<file path="src/rtl/flag_pkg.sv">
// flag_pkg: shared definitions for the flag unit.
//   - flags_t      : 4-bit flag vector {S,Z,C,V}
//   - FLAG_*       : bit positions of each flag inside flags_t
//   - COND_*       : encodings of the 4-bit condition select (IR cond field)
package flag_pkg;

  typedef logic [3:0] flags_t;

  localparam int FLAG_S = 3;
  localparam int FLAG_Z = 2;
  localparam int FLAG_C = 1;
  localparam int FLAG_V = 0;

  localparam logic [3:0] COND_NEVER  = 4'b0000;
  localparam logic [3:0] COND_ALWAYS = 4'b0001;
  localparam logic [3:0] COND_CS     = 4'b0010; // C
  localparam logic [3:0] COND_CC     = 4'b0011; // ~C
  localparam logic [3:0] COND_EQ     = 4'b0100; // Z
  localparam logic [3:0] COND_NE     = 4'b0101; // ~Z
  localparam logic [3:0] COND_VS     = 4'b0110; // V
  localparam logic [3:0] COND_VC     = 4'b0111; // ~V
  localparam logic [3:0] COND_MI     = 4'b1000; // S
  localparam logic [3:0] COND_PL     = 4'b1001; // ~S
  localparam logic [3:0] COND_LT     = 4'b1010; // S^V, signed less-than
  localparam logic [3:0] COND_GE     = 4'b1011; // ~(S^V)
  localparam logic [3:0] COND_HI     = 4'b1100; // C&~Z, unsigned higher
  localparam logic [3:0] COND_LS     = 4'b1101; // ~C|Z

endpackage

</file>
<file path="src/rtl/flag_stack.sv">
// flag_stack: LIFO for saved flag vectors.
//   clk, reset : clock, asynchronous active-high reset (clears sp and entries)
//   push, pop  : save / restore requests; both together is a no-op
//   din        : flags to save on push
//   dout       : entry at the top of the stack (stack[sp-1]), combinational
//   full/empty : occupancy status
//   sp         : current occupancy, 0..DEPTH
// Requests that would overflow or underflow are ignored here; error
// reporting is left to the instantiating block.
module flag_stack
  import flag_pkg::*;
#(
  parameter int DEPTH = 4,
  parameter int SPW   = $clog2(DEPTH + 1)
) (
  input  logic           clk,
  input  logic           reset,
  input  logic           push,
  input  logic           pop,
  input  flags_t         din,
  output flags_t         dout,
  output logic           full,
  output logic           empty,
  output logic [SPW-1:0] sp
);

  logic [SPW-1:0] sp_q, sp_d;
  flags_t         stack_q [DEPTH];
  flags_t         stack_d [DEPTH];
  logic           push_ok;
  logic           pop_ok;

  assign full    = (sp_q == SPW'(DEPTH));
  assign empty   = (sp_q == '0);
  assign push_ok = push & ~pop & ~full;
  assign pop_ok  = pop & ~push & ~empty;
  assign sp      = sp_q;

  always_comb begin
    sp_d = sp_q;
    if (push_ok) begin
      sp_d = sp_q + 1'b1;
    end else if (pop_ok) begin
      sp_d = sp_q - 1'b1;
    end
  end

  always_ff @(posedge clk or posedge reset) begin
    if (reset) begin
      sp_q <= '0;
    end else begin
      sp_q <= sp_d;
    end
  end

  // One register per entry; entry gi is written only when it is the next
  // free slot.  Entries are flops (not RAM) so they can clear on reset.
  genvar gi;
  generate
    for (gi = 0; gi < DEPTH; gi++) begin : g_entry
      always_comb begin
        stack_d[gi] = stack_q[gi];
        if (push_ok && (sp_q == SPW'(gi))) begin
          stack_d[gi] = din;
        end
      end

      always_ff @(posedge clk or posedge reset) begin
        if (reset) begin
          stack_q[gi] <= '0;
        end else begin
          stack_q[gi] <= stack_d[gi];
        end
      end
    end
  endgenerate

  // Top-of-stack read as a compare-based mux, so sp never has to be used
  // directly as an array index of a mismatched width.
  always_comb begin
    dout = '0;
    for (int i = 0; i < DEPTH; i++) begin
      if (sp_q == SPW'(i + 1)) begin
        dout = stack_q[i];
      end
    end
  end

endmodule

</file>
<file path="src/rtl/flag_unit.sv">
// flag_unit: add/subtract flag generation, flag register, condition decode
// and a flag save/restore stack.
//   clk, reset  : clock, asynchronous active-high reset
//   a_in, b_in  : WIDTH-bit operands
//   sub_in      : 0 = add, 1 = subtract (a_in - b_in)
//   ld_flag     : load computed flags into the flag register
//   cond        : condition select, see COND_* in flag_pkg
//   push, pop   : save / restore the flag register on the stack
//   flags       : registered {S,Z,C,V}
//   cc          : condition result from registered flags
//   sp          : stack occupancy
//   stk_err     : sticky overflow/underflow indication
module flag_unit
  import flag_pkg::*;
#(
  parameter int WIDTH = 16,
  parameter int DEPTH = 4
) (
  input  logic                         clk,
  input  logic                         reset,
  input  logic [WIDTH-1:0]             a_in,
  input  logic [WIDTH-1:0]             b_in,
  input  logic                         sub_in,
  input  logic                         ld_flag,
  input  logic [3:0]                   cond,
  input  logic                         push,
  input  logic                         pop,
  output logic [3:0]                   flags,
  output logic                         cc,
  output logic [$clog2(DEPTH+1)-1:0]   sp,
  output logic                         stk_err
);

  localparam int SPW = $clog2(DEPTH + 1);

  logic [WIDTH-1:0] b_eff;
  logic [WIDTH:0]   sum;
  logic             carry_into_msb;
  flags_t           new_flags;
  flags_t           flags_q, flags_d;
  logic             stk_err_q, stk_err_d;
  flags_t           stk_top;
  logic             stk_full;
  logic             stk_empty;
  logic             pop_taken;
  logic             err_set;

  // Subtract is a + ~b + 1, so C=1 after a subtract means "no borrow".
  assign b_eff = sub_in ? ~b_in : b_in;
  assign sum   = {1'b0, a_in} + {1'b0, b_eff} + {{WIDTH{1'b0}}, sub_in};

  // The sum bit at the MSB is a^b^cin, so the carry into the MSB falls out
  // of the operand and result MSBs.
  assign carry_into_msb = a_in[WIDTH-1] ^ b_eff[WIDTH-1] ^ sum[WIDTH-1];

  always_comb begin
    new_flags         = '0;
    new_flags[FLAG_S] = sum[WIDTH-1];
    new_flags[FLAG_Z] = (sum[WIDTH-1:0] == '0);
    new_flags[FLAG_C] = sum[WIDTH];
    new_flags[FLAG_V] = carry_into_msb ^ sum[WIDTH];
  end

  flag_stack #(
    .DEPTH (DEPTH),
    .SPW   (SPW)
  ) u_stack (
    .clk   (clk),
    .reset (reset),
    .push  (push),
    .pop   (pop),
    .din   (flags_q),
    .dout  (stk_top),
    .full  (stk_full),
    .empty (stk_empty),
    .sp    (sp)
  );

  // push+pop together cancels: no stack change and no error.
  assign pop_taken = pop & ~push & ~stk_empty;
  assign err_set   = (push & ~pop & stk_full) | (pop & ~push & stk_empty);

  // A successful pop has priority over ld_flag; a push saves flags_q, i.e.
  // the value before any same-cycle load.
  always_comb begin
    flags_d = flags_q;
    if (pop_taken) begin
      flags_d = stk_top;
    end else if (ld_flag) begin
      flags_d = new_flags;
    end
  end

  assign stk_err_d = stk_err_q | err_set;

  always_ff @(posedge clk or posedge reset) begin
    if (reset) begin
      flags_q   <= '0;
      stk_err_q <= 1'b0;
    end else begin
      flags_q   <= flags_d;
      stk_err_q <= stk_err_d;
    end
  end

  assign flags   = flags_q;
  assign stk_err = stk_err_q;

  always_comb begin
    cc = 1'b0;
    case (cond)
      COND_NEVER:  cc = 1'b0;
      COND_ALWAYS: cc = 1'b1;
      COND_CS:     cc = flags_q[FLAG_C];
      COND_CC:     cc = ~flags_q[FLAG_C];
      COND_EQ:     cc = flags_q[FLAG_Z];
      COND_NE:     cc = ~flags_q[FLAG_Z];
      COND_VS:     cc = flags_q[FLAG_V];
      COND_VC:     cc = ~flags_q[FLAG_V];
      COND_MI:     cc = flags_q[FLAG_S];
      COND_PL:     cc = ~flags_q[FLAG_S];
      COND_LT:     cc = flags_q[FLAG_S] ^ flags_q[FLAG_V];
      COND_GE:     cc = ~(flags_q[FLAG_S] ^ flags_q[FLAG_V]);
      COND_HI:     cc = flags_q[FLAG_C] & ~flags_q[FLAG_Z];
      COND_LS:     cc = ~flags_q[FLAG_C] | flags_q[FLAG_Z];
      default:     cc = 1'b0;
    endcase
  end

endmodule

</file>
<file path="config.mk">
export PLATFORM = sky130hd
export DESIGN_NAME = flag_unit
export DESIGN_NICKNAME = d
export VERILOG_FILES = /design/src/rtl/flag_pkg.sv /design/src/rtl/flag_stack.sv /design/src/rtl/flag_unit.sv
export SDC_FILE = /design/constraint.sdc
export NUM_CORES = 1
export LEC_CHECK = 0
export CAP_MARGIN = 20
export CORE_MARGIN = 2
export CORE_UTILIZATION = 48
export DETAILED_ROUTE_END_ITERATION = 6
export PLACE_DENSITY = 0.78
export SYNTH_ARGS = -nofsm -noshare
export SYNTH_HDL_FRONTEND = slang
export SYNTH_HIERARCHICAL = 1
export SYNTH_SLANG_ARGS = --single-unit
export TNS_END_PERCENT = 100
</file>
<file path="constraint.sdc">
create_clock -name clk -period 2 [get_ports clk]
set_clock_uncertainty 0.05 [all_clocks]
set_input_delay 0.4 -clock clk [delete_from_list [all_inputs] [get_ports clk]]
set_output_delay 0.4 -clock clk [all_outputs]
set_load 0.05 [all_outputs]
</file>
==> results.json <==
{
  "synth_adder_area_share_pct": 14.44,
  "cts.sinks": 24,
  "yosysSeqAreaShare_pct": 23.41,
  "clk_pin_slew_ns": 0.09,
  "fillCellCount": 295,
  "vias_per_cell": 6.224,
  "synth_top_family_by_area": "simple AND/OR/NAND/NOR gates",
  "comb_power_share_pct": 68.0,
  "async_reset_ff_share_pct": 100.0,
  "p_clk_share_pct": 11.1,
  "r2r_setup_slack_ns": -0.55,
  "critPathKind": "input port to flop",
  "worst_slack_ns": -0.9861,
  "via_count": 2919,
  "dieArea_um2": 5944,
  "synth-edff-count": 0,
  "nNetsFinal": 470,
  "core_um2": 5140,
  "worst_slew_pin_slew_ns": 0.5151,
  "synth.area.mux_share_pct": 10.54,
  "sw_frac_of_total_pct": 43.69,
  "ys_types": 64,
  "clock_latency_ns": 0.27,
  "setup-tns-final_ns": -3.585,
  "slew_headroom_pct": 65.55,
  "drt_iter0_drc": 335,
  "startpoint_type": "input port",
  "final.min_clock_period_ns": 2.986,
  "clockRootBuffer": "clkbuf_8",
  "syn-num-nets": 343,
  "overflow": 0,
  "post_drt_wl_per_cell_um": 21.03,
  "place_hpwl_um": 5384,
  "final_layout_size_suffix_gt1_share_pct": 44.72,
  "arrival_ns": 3.13,
  "synthCells": 272,
  "syn_area_um2": 2565,
  "fmax_ghz": 0.3349,
  "ys_dominant_reg_cell": "dfrtp_1",
  "post-route-util_pct": 81.74,
  "timing.final.max_slew_violations": 0,
  "ant_nets": 0,
  "wl_um": 9863,
  "drcViolationCount": 0,
  "layout_common_cells": "80 x buf_4, 21 x dfrtp_1, 21 x clkdlybuf4s50_1",
  "period_share_pct": 149.3,
  "rsz0062_at_grt": "yes",
  "drtPass1Iterations": 6,
  "end_kind": "flop",
  "rows": 26,
  "cts_max_level": 1,
  "setup_violations": 6,
  "ir_drop_mv": 0.9346,
  "synth-simple-area-share_pct": 19.32,
  "grt_pass1_wl_um": 13010,
  "clockBufferDepth": 2,
  "die_y_um": 77.10,
  "cts_buffers": 3,
  "seqPwrFrac_pct": 20.9,
  "crit_required_ns": 2.15,
  "maxCapViolations": 0,
  "start_util_pct": 49.90,
  "switching_power_mw": 1.712,
  "area_growth_pct": 63.80,
  "grt_max_degree": 20,
  "status": "complete, but fails checks",
  "num_io_pins": 51,
  "grt_pass1_vias": 2788,
  "ys_ff_latch": 24,
  "place_congestion": 0.8834,
  "tritoncts": "done",
  "yosys_warnings": 6,
  "power.leakage_nw": 1.876,
  "failed_checks": "setup timing",
  "power_density_nw_per_um2": 932.7,
  "hold_viol_final": 0,
  "p_int_mw": 2.207,
  "grt_usage_pct": 27.05,
  "synth_compound_area_share_pct": 19.02,
  "synth_area_per_cell_um2": 9.430,
  "die_x_um": 77.10,
  "worstPathMaxFanout": 2,
  "layout_commonest_cell": "buf_4",
  "synthXorXnorAreaFrac_pct": 10.24,
  "portBuffers": 50,
  "post-place-ws_ns": -1.640,
  "grt_antenna_before_repair": 1,
  "hp-class": "input port to async pin"
}
[per-stage QoR]
stage | std cells | instance area, um^2 | hold slack, ns | power (mW)
floorplan | 272 | 2618 | 0.1285 | 2.224
global placement | 449 | 3615 | 0.4412 | 2.969
detailed placement | 449 | 3615 | 0.4447 | 3.047
CTS | 466 | 3965 | 0.3334 | 3.635
global route | 469 | 4202 | 0.3994 | 4.075
finish | 469 | 4202 | 0.3738 | 3.919
[cell usage after synthesis (2+ instances only)]
cell type / number / share of area [%]
ha_1: 28 / 14
dfrtp_1: 24 / 23
nand2_1: 22 / 3.2
xor2_1: 22 / 7.5
a21oi_1: 21 / 4.1
nor2_1: 18 / 2.6
inv_1: 13 / 1.9
mux2_4: 12 / 7.0
o21ai_0: 8 / 1.6
xnor2_1: 8 / 2.7
nor3_1: 7 / 1.4
mux2_2: 6 / 2.6
a21o_1: 5 / 1.5
nand3_1: 5 / 0.98
a221oi_1: 4 / 1.4
and3_1: 4 / 0.98
nand2b_1: 4 / 0.98
clkbuf_1: 3 / 0.44
o2111ai_1: 3 / 1.0
a31oi_1: 2 / 0.49
nand2b_4: 2 / 1.1
nand3b_1: 2 / 0.59
nor2_4: 2 / 0.88
nor3b_1: 2 / 0.59
nor4_1: 2 / 0.49
nor4_4: 2 / 1.7
o211ai_1: 2 / 0.59
o21ai_1: 2 / 0.39
o22ai_1: 2 / 0.49
[worst paths after layout]
path / start / to / cells after the start
min in group clk: u_stack/stack_q[13] / u_stack/stack_q[13] / 1
max reg2reg: u_stack/sp[0] / flags[2] / 10
max in group asynchronous: reset / u_stack/sp[1] / 3
max: b_in[1] / flags[2] / 12
min: reset / stk_err / 2
min reg2reg: u_stack/stack_q[13] / u_stack/stack_q[13] / 1
[flip-flops by register name (all words and copies together) (netlist names)]
signal and flops:
u_stack/sp 3, flags 4, stk_err 1, u_stack/stack_q 16
[cell families (layout without fill, tap and decap cells)]
logic type                 count (synthesis)  count (layout)
AOI/OAI and AO/OA                         69              69
xor gates and xnor gates                  30              30
adders and majority gates                 29              29
buffers and inverters                     18             144
DFF                                       24              24
muxes                                     19              19
other                                      0               1
and+or+nand+nor                           83              83
[power groups by stage]
| stage | logic [mW] | registers, mW | clock network, mW |
|---|---|---|---|
| 2_1_floorplan | 1.19 | 1.03 | 0 |
| 3_3_place_gp | 2.17 | 0.804 | 0 |
| 3_5_place_dp | 2.23 | 0.819 | 0 |
| 4_1_cts | 2.39 | 0.809 | 0.434 |
| 5_1_grt | 2.79 | 0.836 | 0.446 |
| 6_report | 2.66 | 0.819 | 0.436 |
[area by class of cell]
class	count	area, um^2	share of cell area [%]
Clock buffer	3	41.29	0.9827
Clock inverter	1	30.03	0.7147
Timing Repair Buffer	126	1079	25.67
Sequential cell	24	604.3	14.38
Multi-Input combinational cell	230	2302	54.79
Inverter	14	55.05	1.310
Antenna cell	1	2.502	0.05956
Tap cell	70	87.58	2.085
[layer usage]
metal  share of wire [%]  global-route usage, %  vias up
li1                    -                      -     1247
met1                  37                  33.53     1416
met2                  52                  48.68      198
met3                 7.1                  3.765       58
met4                 4.6                  8.036        0
met5                   0                      0        -
[critical path, cell delays in order]
cell and delay [ns]:
buf_8 0.10, xor2_4 0.17, inv_2 0.07, fa_2 0.42, nand3b_1 0.23, a2111o_1 0.48, and3_4 0.20, o21bai_1 0.18
a21oi_1 0.10, xnor2_1 0.13, or4_1 0.47, o21ai_1 0.16
[timing repair]
action                                  4_1_cts  5_1_grt
pin swaps                                    43       31
endpoints found under the setup margin        5        5
gates resized for setup                      68       37
hold buffers                                  0        0
buffers inserted                             13        2
No activity file was read; power rests on OpenSTA's default activity.
